--- config.mk ---
export PLATFORM = sky130hd
export DESIGN_NAME = pipe_mux_n
export DESIGN_NICKNAME = d
export VERILOG_FILES = /design/src/rtl/pipe_mux_n_pkg.sv /design/src/rtl/pipe_mux_n_sel.sv /design/src/rtl/pipe_mux_n.sv
export SDC_FILE = /design/constraint.sdc
export NUM_CORES = 1
export LEC_CHECK = 0
export CAP_MARGIN = 20
export CORE_ASPECT_RATIO = 0.9
export CORE_MARGIN = 10
export CORE_UTILIZATION = 40
export CTS_BUF_LIST = sky130_fd_sc_hd__clkbuf_8
export CTS_CLUSTER_SIZE = 16
export DETAILED_ROUTE_END_ITERATION = 10
export GPL_ROUTABILITY_DRIVEN = 1
export PLACE_DENSITY = 0.79
export SYNTH_ARGS = -nofsm -noshare
export SYNTH_HDL_FRONTEND = slang
export SYNTH_SLANG_ARGS = --single-unit
--- constraint.sdc ---
create_clock -name clk -period 1.49 [get_ports clk]
set_input_delay 0.298 -clock clk [delete_from_list [all_inputs] [get_ports clk]]
set_output_delay 0.298 -clock clk [all_outputs]
set_load 0.01 [all_outputs]
--- src/rtl/pipe_mux_n_pkg.sv ---
// pipe_mux_pkg: shared types and helpers for the pipe_mux_n registered selector.
//   pipe_mux_state_t : occupancy state of the output/skid register pair.
//   PIPE_MUX_MAX_IN  : largest supported input count.
//   sel_width(n)     : select width needed to index n inputs (never below 1).
package pipe_mux_pkg;

  localparam int PIPE_MUX_MAX_IN = 16;

  typedef enum logic [1:0] {
    EMPTY = 2'd0,
    BUSY  = 2'd1,
    FULL  = 2'd2
  } pipe_mux_state_t;

  function automatic int sel_width(input int n);
    return (n <= 2) ? 1 : $clog2(n);
  endfunction

endpackage

--- src/rtl/pipe_mux_n_sel.sv ---
// mux_sel_n: combinational selector over a flattened input bus.
//   data     in  NUM_IN*WIDTH  flattened inputs, lane k at data[k*WIDTH +: WIDTH]
//   sel      in  SEL_W         lane index
//   out      out WIDTH         selected lane, all zeros when sel is out of range
//   in_range out 1             sel < NUM_IN
module mux_sel_n
  import pipe_mux_pkg::*;
#(
  parameter int WIDTH  = 16,
  parameter int NUM_IN = 4
) (
  input  logic [NUM_IN*WIDTH-1:0]      data,
  input  logic [sel_width(NUM_IN)-1:0] sel,
  output logic [WIDTH-1:0]             out,
  output logic                         in_range
);

  always_comb begin
    out      = '0;
    in_range = (32'(sel) < 32'(NUM_IN));
    // One-hot OR over lanes; an unmatched select leaves the zero default.
    for (int unsigned i = 0; i < NUM_IN; i++) begin
      if (32'(sel) == i) begin
        out = data[i*WIDTH +: WIDTH];
      end
    end
  end

endmodule

--- src/rtl/pipe_mux_n.sv ---
// pipe_mux_n: registered N-way operand selector with valid/ready handshake.
// Each accepted transfer captures in_data[in_sel] and in_sel. An output
// register plus a skid register give full throughput with in_ready driven
// straight from a flop.
//
// Optional feature macro: PIPE_MUX_SEL_CHECK_EN
//   defined   : out-of-range selects are consumed but dropped and raise the
//               sticky sel_err flag (cleared by err_clr; set wins).
//   undefined : out-of-range selects pass through with zero data; the
//               sel_err/err_clr ports are absent.
//
// Ports:
//   clk, reset  clock and synchronous active-high reset
//   in_data     NUM_IN*WIDTH flattened inputs
//   in_sel      SEL_W input index for this transfer
//   in_valid    upstream offers a transfer
//   in_ready    block can accept (registered)
//   out_data    selected data
//   out_sel     select value that produced out_data
//   out_valid   output holds a transfer
//   out_ready   downstream accepts
//   sel_err     sticky out-of-range flag   (macro only)
//   err_clr     clears sel_err             (macro only)
module pipe_mux_n
  import pipe_mux_pkg::*;
#(
  parameter int WIDTH  = 16,
  parameter int NUM_IN = 4,
  parameter int SEL_W  = sel_width(NUM_IN)
) (
  input  logic                    clk,
  input  logic                    reset,
  input  logic [NUM_IN*WIDTH-1:0] in_data,
  input  logic [SEL_W-1:0]        in_sel,
  input  logic                    in_valid,
  output logic                    in_ready,
  output logic [WIDTH-1:0]        out_data,
  output logic [SEL_W-1:0]        out_sel,
  output logic                    out_valid,
  input  logic                    out_ready
`ifdef PIPE_MUX_SEL_CHECK_EN
  ,
  output logic                    sel_err,
  input  logic                    err_clr
`endif
);

  pipe_mux_state_t state;

  logic [WIDTH-1:0] mux_data;
  logic             sel_ok;
  logic [WIDTH-1:0] cap_data;
  logic [WIDTH-1:0] sk_data;
  logic [SEL_W-1:0] sk_sel;
  logic             accept;
  logic             emit;
  logic             enq;

  mux_sel_n #(
    .WIDTH (WIDTH),
    .NUM_IN(NUM_IN)
  ) u_sel (
    .data    (in_data),
    .sel     (in_sel),
    .out     (mux_data),
    .in_range(sel_ok)
  );

  // Forced to zero for out-of-range selects regardless of the mux internals.
  assign cap_data = sel_ok ? mux_data : '0;

  assign accept = in_valid & in_ready;
  assign emit   = out_valid & out_ready;

`ifdef PIPE_MUX_SEL_CHECK_EN
  // Bad selects are consumed (handshake completes) but never enqueued.
  assign enq = accept & sel_ok;

  always_ff @(posedge clk) begin
    if (reset) begin
      sel_err <= 1'b0;
    end else if (accept && !sel_ok) begin
      sel_err <= 1'b1;
    end else if (err_clr) begin
      sel_err <= 1'b0;
    end
  end
`else
  assign enq = accept;
`endif

  // State, storage and both handshake outputs move together so in_ready and
  // out_valid are always registered copies of the next occupancy.
  always_ff @(posedge clk) begin
    if (reset) begin
      state     <= EMPTY;
      out_valid <= 1'b0;
      in_ready  <= 1'b1;
      out_data  <= '0;
      out_sel   <= '0;
      sk_data   <= '0;
      sk_sel    <= '0;
    end else begin
      case (state)
        EMPTY: begin
          if (enq) begin
            out_data  <= cap_data;
            out_sel   <= in_sel;
            out_valid <= 1'b1;
            state     <= BUSY;
          end
        end
        BUSY: begin
          if (enq && emit) begin
            out_data <= cap_data;
            out_sel  <= in_sel;
          end else if (enq) begin
            sk_data  <= cap_data;
            sk_sel   <= in_sel;
            in_ready <= 1'b0;
            state    <= FULL;
          end else if (emit) begin
            out_valid <= 1'b0;
            state     <= EMPTY;
          end
        end
        FULL: begin
          if (emit) begin
            out_data <= sk_data;
            out_sel  <= sk_sel;
            in_ready <= 1'b1;
            state    <= BUSY;
          end
        end
        default: begin
          state     <= EMPTY;
          out_valid <= 1'b0;
          in_ready  <= 1'b1;
        end
      endcase
    end
  end

endmodule

== Word level (Yosys, flattened, before mapping) ==
Index checks and enable logic that the tools add are counted.

* Register bits: 40
* Input bits: 70
* Logic and storage cells: 61

* Eq/ne operators: 13
* Multiplexer cells: 27
* Bitwise logic cells: 5
* Reductions and logical operators: 9

{| class="wikitable"
|+ Operators with widths
! kind !! count
|-
| $mux W16 || 7
|-
| $pmux W16 S3 || 1
|-
| $mux W2 || 8
|-
| $ne A2 B2 Y1 const B || 7
|-
| $pmux W2 S3 || 2
|-
| $reduce_and A4 Y1 || 3
|-
| $mux W1 || 7
|-
| $eq A2 B2 Y1 const B || 3
|-
| $pmux W1 S3 || 2
|-
| $reduce_and A5 Y1 || 1
|-
| $eq A2 B1 Y1 const B || 2
|-
| $logic_not A2 Y1 || 2
|-
| $ne A3 B3 Y1 const B || 1
|-
| $not A1 Y1 || 3
|-
| $reduce_and A3 Y1 || 1
|-
| $reduce_bool A3 Y1 || 1
|-
| $and A1 B1 Y1 || 2
|-
| $logic_and A1 B1 Y1 || 1
|}

== Logic depth before layout (Yosys ltp) ==
* Depth after elaboration: 7
* Depth in mapped cells: 7

== Modules after synthesis ==
Synthesis repeated with hierarchy kept, for this count alone.

* Cells, all modules: 238
* Area, all modules: 2,448.6 um2

{| class="wikitable"
|+ Modules (own cells, without submodules)
! module !! instances !! cells an instance !! area each (um2) !! seq. area each (um2)
|-
| pipe_mux_n || 1 || 216 || 2,013.2 || 800.8
|-
| mux_sel_n || 1 || 22 || 435.4 || 0.0
|}

== Worst setup path before layout ==
OpenSTA, ideal clock, no wires.

* Path type: input port to flip-flop
* Start point: input port in_sel[0]
* End point: register out_data[0]
* Setup time: 143 ps
* Arrival: 1,378 ps
* Path slack: -31 ps
* Stages: 5
* Path through: buf_4 > buf_4 > mux4_2 > nand2_1 > a311oi_2

* Cells in the longest elaborated chain, start to end: 7
* Elaborated cells between the ends (all ways): 11
* Classes of those cells: eq/ne: 3; mux: 7; reduce/logical: 1

{| class="wikitable"
|+ Ends and longest elaborated chain
! item !! line !! RTL
|-
| from (decl) || pipe_mux_n.sv:34 || <nowiki>input logic [SEL_W-1:0] in_sel,</nowiki>
|-
| $logic_not A2 Y1 || pipe_mux_n_sel.sv:23 || <nowiki>if (32'(sel) == i) begin</nowiki>
|-
| $mux W16 (3 in a row) || pipe_mux_n_sel.sv:23 ||
|-
| $mux W16 (*) || pipe_mux_n_sel.sv:23 ||
|-
| $mux W16 (on tied branches) || pipe_mux_n.sv:114, pipe_mux_n.sv:106 ||
|-
| $pmux W16 S3 (*) || pipe_mux_n.sv:104 || <nowiki>case (state)</nowiki>
|-
| to (signal assigned) || pipe_mux_n.sv:107 || <nowiki>out_data <= cap_data;</nowiki>
|-
| to (signal assigned) || pipe_mux_n.sv:115 || <nowiki>out_data <= cap_data;</nowiki>
|-
| to (signal assigned) || pipe_mux_n.sv:129 || <nowiki>out_data <= sk_data;</nowiki>
|-
| to (decl) || pipe_mux_n.sv:37 || <nowiki>output logic [WIDTH-1:0] out_data,</nowiki>
|}

Mark *: on every way between the ends. The rest lies on a longest branch, timed or not. The select of a mux whose other input is x is not followed.
A chain may end at the register's enable or synchronous reset.

== Worst setup path after layout ==
* Start point: register out_data[1]
* End point: output port out_data[1]

No word-level cell between the ends.

==> impl_metrics.csv <==
group,metric,value,unit
run_status,status,"finished clean",
layout,final_area,3480,um^2
synth,syn_avg_cell_area,9.43,um^2
synth,ys_seq_area_frac,0.378,
floorplanning,fp-row-count,25,
critical_path,path_delay_family,"buffers and inverters",
layout,nets,402,
critical_path,arrival,1.16,ns
grt,grt_use_total,0.153,
clock_network,clk_latency,0.29,ns
clock_network,clk_pin_slew,0.08,ns
critical_path,crit_path_start_kind,"flop",
grt,use_met2,0.277,
grt,antenna_found_initial,0,
grt,grt_max_degree,24,
pwr,finalPower,0.00359,W
critical_path,cp-end-kind,"output pin",
layout,num_antenna_cells,0,
timing,tightest_slew,0.425,ns
pwr,p_int,0.00257,W
route,drt_first_iter_violations,81,
synth,synth-seq-cells,40,
placed_design,place_area,3210,um^2
route,drt.antenna.violating_nets,0,
pwr,power_switching,0.00102,W
timing,setup_viol,0,
grt,grt-ovfl-total,0,
pwr,combPwrFrac,0.369,
clock_network,numCtsBuffers,5,
route,vias_per_cell,5.18,
layout,drive_above_1_share,0.228,
timing,rsz0062_at_grt,"no",
pwr,switching_share,0.285,
pwr,seqPwrFrac,0.361,
placed_design,portBuffers,89,
floorplanning,start_util,0.408,
pwr,irDropWorstVdd,0.526,mV
floorplanning,die_w,96.8,um
grt,grt_pass1_vias,2250,
flow_run,max_cap_viol_count,0,
floorplanning,die_h,89.1,um
route,drc,0,
floorplanning,core,5190,um^2
pwr,clkPwrFrac,0.269,
synth,yosys_warnings,0,
layout,final_core_util,0.669,
timing,fmax,688,MHz
critical_path,critPathMaxStageDelay,0.54,ns
critical_path,crit_chain,"clkdlybuf4s50_1",
clock_network,cts_tree,"done",
critical_path,crit_fanout,2,
timing,finClkSkew,0.00321,ns
route,vias,2071,
clock_network,htreeDepth,2,
critical_path,crit_slowest_cell,"clkdlybuf4s50_1",
pwr,p_leak,1.46,nW
grt,grt_pass1_wl,10700,um
route,routedWlPerCell,16.3,um
route,wirelength,6530,um
placed_design,gp_congestion,0.763,
grt,grt_util_met1,0.161,
clock_network,cts.sinks,40,
timing,fin_crit_sh,0.975,
synth,ys_types,26,
layout,syn2layout_area_growth,63.9,%
timing,fin_crit,1.45,ns
clock_network,cts_root_buf,"clkbuf_8",
pwr,power.density,1030,nW/um^2
critical_path,critical_path_required,1.19,ns
synth,syn-num-nets,295,
timing,finalMaxSlewViolations,0,
timing,relSlewSlack,0.717,
placed_design,dp_hpwl,4680,um
timing,hold_viol_final,0,
synth,syn_area,2120,um^2
critical_path,worst-path-buf-inv,1,
floorplanning,die-area,8620,um^2
timing,tns,0,ns
clock_network,cts_buffer_depth,2,
route,first_pass_iters,4,
grt,gr-max-usage-layer,"met2",
floorplanning,io_pins,90,
min_path,min_path_type,"in -> reg",
grt,met3_usage,0.0587,
synth,synth_cells,225,
critical_path,criticalPathCategory,"reg -> out",
timing,fin_hold_ws,0.429,ns
-- synth_stat cells --
master | number | area share
a21boi_4 | 1 | 0.0089
a21oi_1 | 22 | 0.052
a311oi_1 | 6 | 0.025
a311oi_2 | 12 | 0.085
and2_1 | 2 | 0.0059
and3b_1 | 1 | 0.0041
buf_1 | 2 | 0.0035
buf_2 | 6 | 0.014
buf_4 | 4 | 0.014
buf_6 | 3 | 0.016
clkbuf_1 | 3 | 0.0053
clkbuf_2 | 1 | 0.0024
dfxtp_1 | 40 | 0.38
mux2i_1 | 1 | 0.0047
mux4_2 | 16 | 0.17
nand2_1 | 76 | 0.13
nand2_2 | 1 | 0.0030
nand2b_1 | 1 | 0.0030
nand3b_1 | 1 | 0.0035
nor2_1 | 17 | 0.030
nor2_2 | 2 | 0.0059
nor2b_1 | 1 | 0.0030
nor3_1 | 2 | 0.0047
o21bai_1 | 2 | 0.0071
o22a_1 | 1 | 0.0041
o32ai_4 | 1 | 0.013
-- what timing repair did --
item / 4_1_cts / 5_1_grt
setup buffers: 6 / 0
setup endpoints to repair: 30 / 26
resized for setup: 20 / 13
gates cloned: 3 / 0
pin swaps: 5 / 3
hold buffers: 0 / 0
-- through the flow --
stage / instances / setup slack [ns]
2_1_floorplan: 225 / 0.00214
3_3_place_gp: 384 / -0.350
3_5_place_dp: 384 / -0.412
4_1_cts: 401 / 0.00487
5_1_grt: 400 / 0.000458
6_report: 400 / 0.0366
-- worst paths after layout --
path	start	endpoint	slack [ns]	depth (start not counted)
setup / recovery	out_data[1]	out_data[1]	0.04	1
hold reg to reg	sk_data[10]	sk_data[10]	0.46	2
hold / removal	reset	state[0]	0.43	2
setup reg to reg	state[0]	out_sel[0]	0.07	6
-- power by group through the flow --
stage / clock, W / sequential (W) / combinational [W]
after floorplan: 0 / 0.00136 / 0.000597
after global placement: 0 / 0.00132 / 0.00123
after detailed placement: 0 / 0.00133 / 0.00125
after CTS: 0.000978 / 0.00130 / 0.00138
after global routing: 0.00103 / 0.00132 / 0.00144
final: 0.000967 / 0.00130 / 0.00132
-- kinds of logic (layout without fill, tap and decap cells) --
| group | after synthesis | after routing | synth area share |
|---|---|---|---|
| AOI/OAI and AO/OA | 45 | 45 | 0.195 |
| buffers and inverters | 19 | 127 | 0.0555 |
| DFF | 40 | 40 | 0.378 |
| muxes | 17 | 17 | 0.175 |
| and+or+nand+nor | 104 | 104 | 0.198 |
-- metal layers --
layer  vias up  wire (um)
met5         -          0
met4         0         76
met3         6        521
met2        77       3220
met1       976       2720
li1       1012          -
-- placed cells by master, fill, tap and decap left out, drive strengths merged --
cell / synthesis / routed
o21bai: 2 / 2
nand2: 77 / 77
o22a: 1 / 1
dlygate4sd2: 0 / 11
dfxtp: 40 / 40
clkbuf: 4 / 7
and2: 2 / 2
nor2: 19 / 19
nand2b: 1 / 1
nor3: 2 / 2
nor2b: 1 / 1
clkdlybuf4s50: 0 / 66
a311oi: 18 / 18
mux4: 16 / 16
bufinv: 0 / 1
o32ai: 1 / 1
a21oi: 22 / 22
and3b: 1 / 1
a21boi: 1 / 1
buf: 15 / 30
nand3b: 1 / 1
clkdlybuf4s15: 0 / 1
mux2i: 1 / 1
bufbuf: 0 / 1
dlymetal6s2s: 0 / 10
-- flip-flops by register name, indices dropped and copies added (netlist names) --
signal / count
state: 2
out_data: 16
sk_sel: 2
in_ready: 1
out_valid: 1
out_sel: 2
sk_data: 16
-- layout make-up --
class	instances	area [um^2]
clock buffers	7	96.3
repair buffers	119	1250
well taps	67	83.8
fillers	426	1720
clock inverters	1	30.0
multi-input cells	166	1200
flip-flops and latches	40	807
Power figures use the tool's default switching activity.
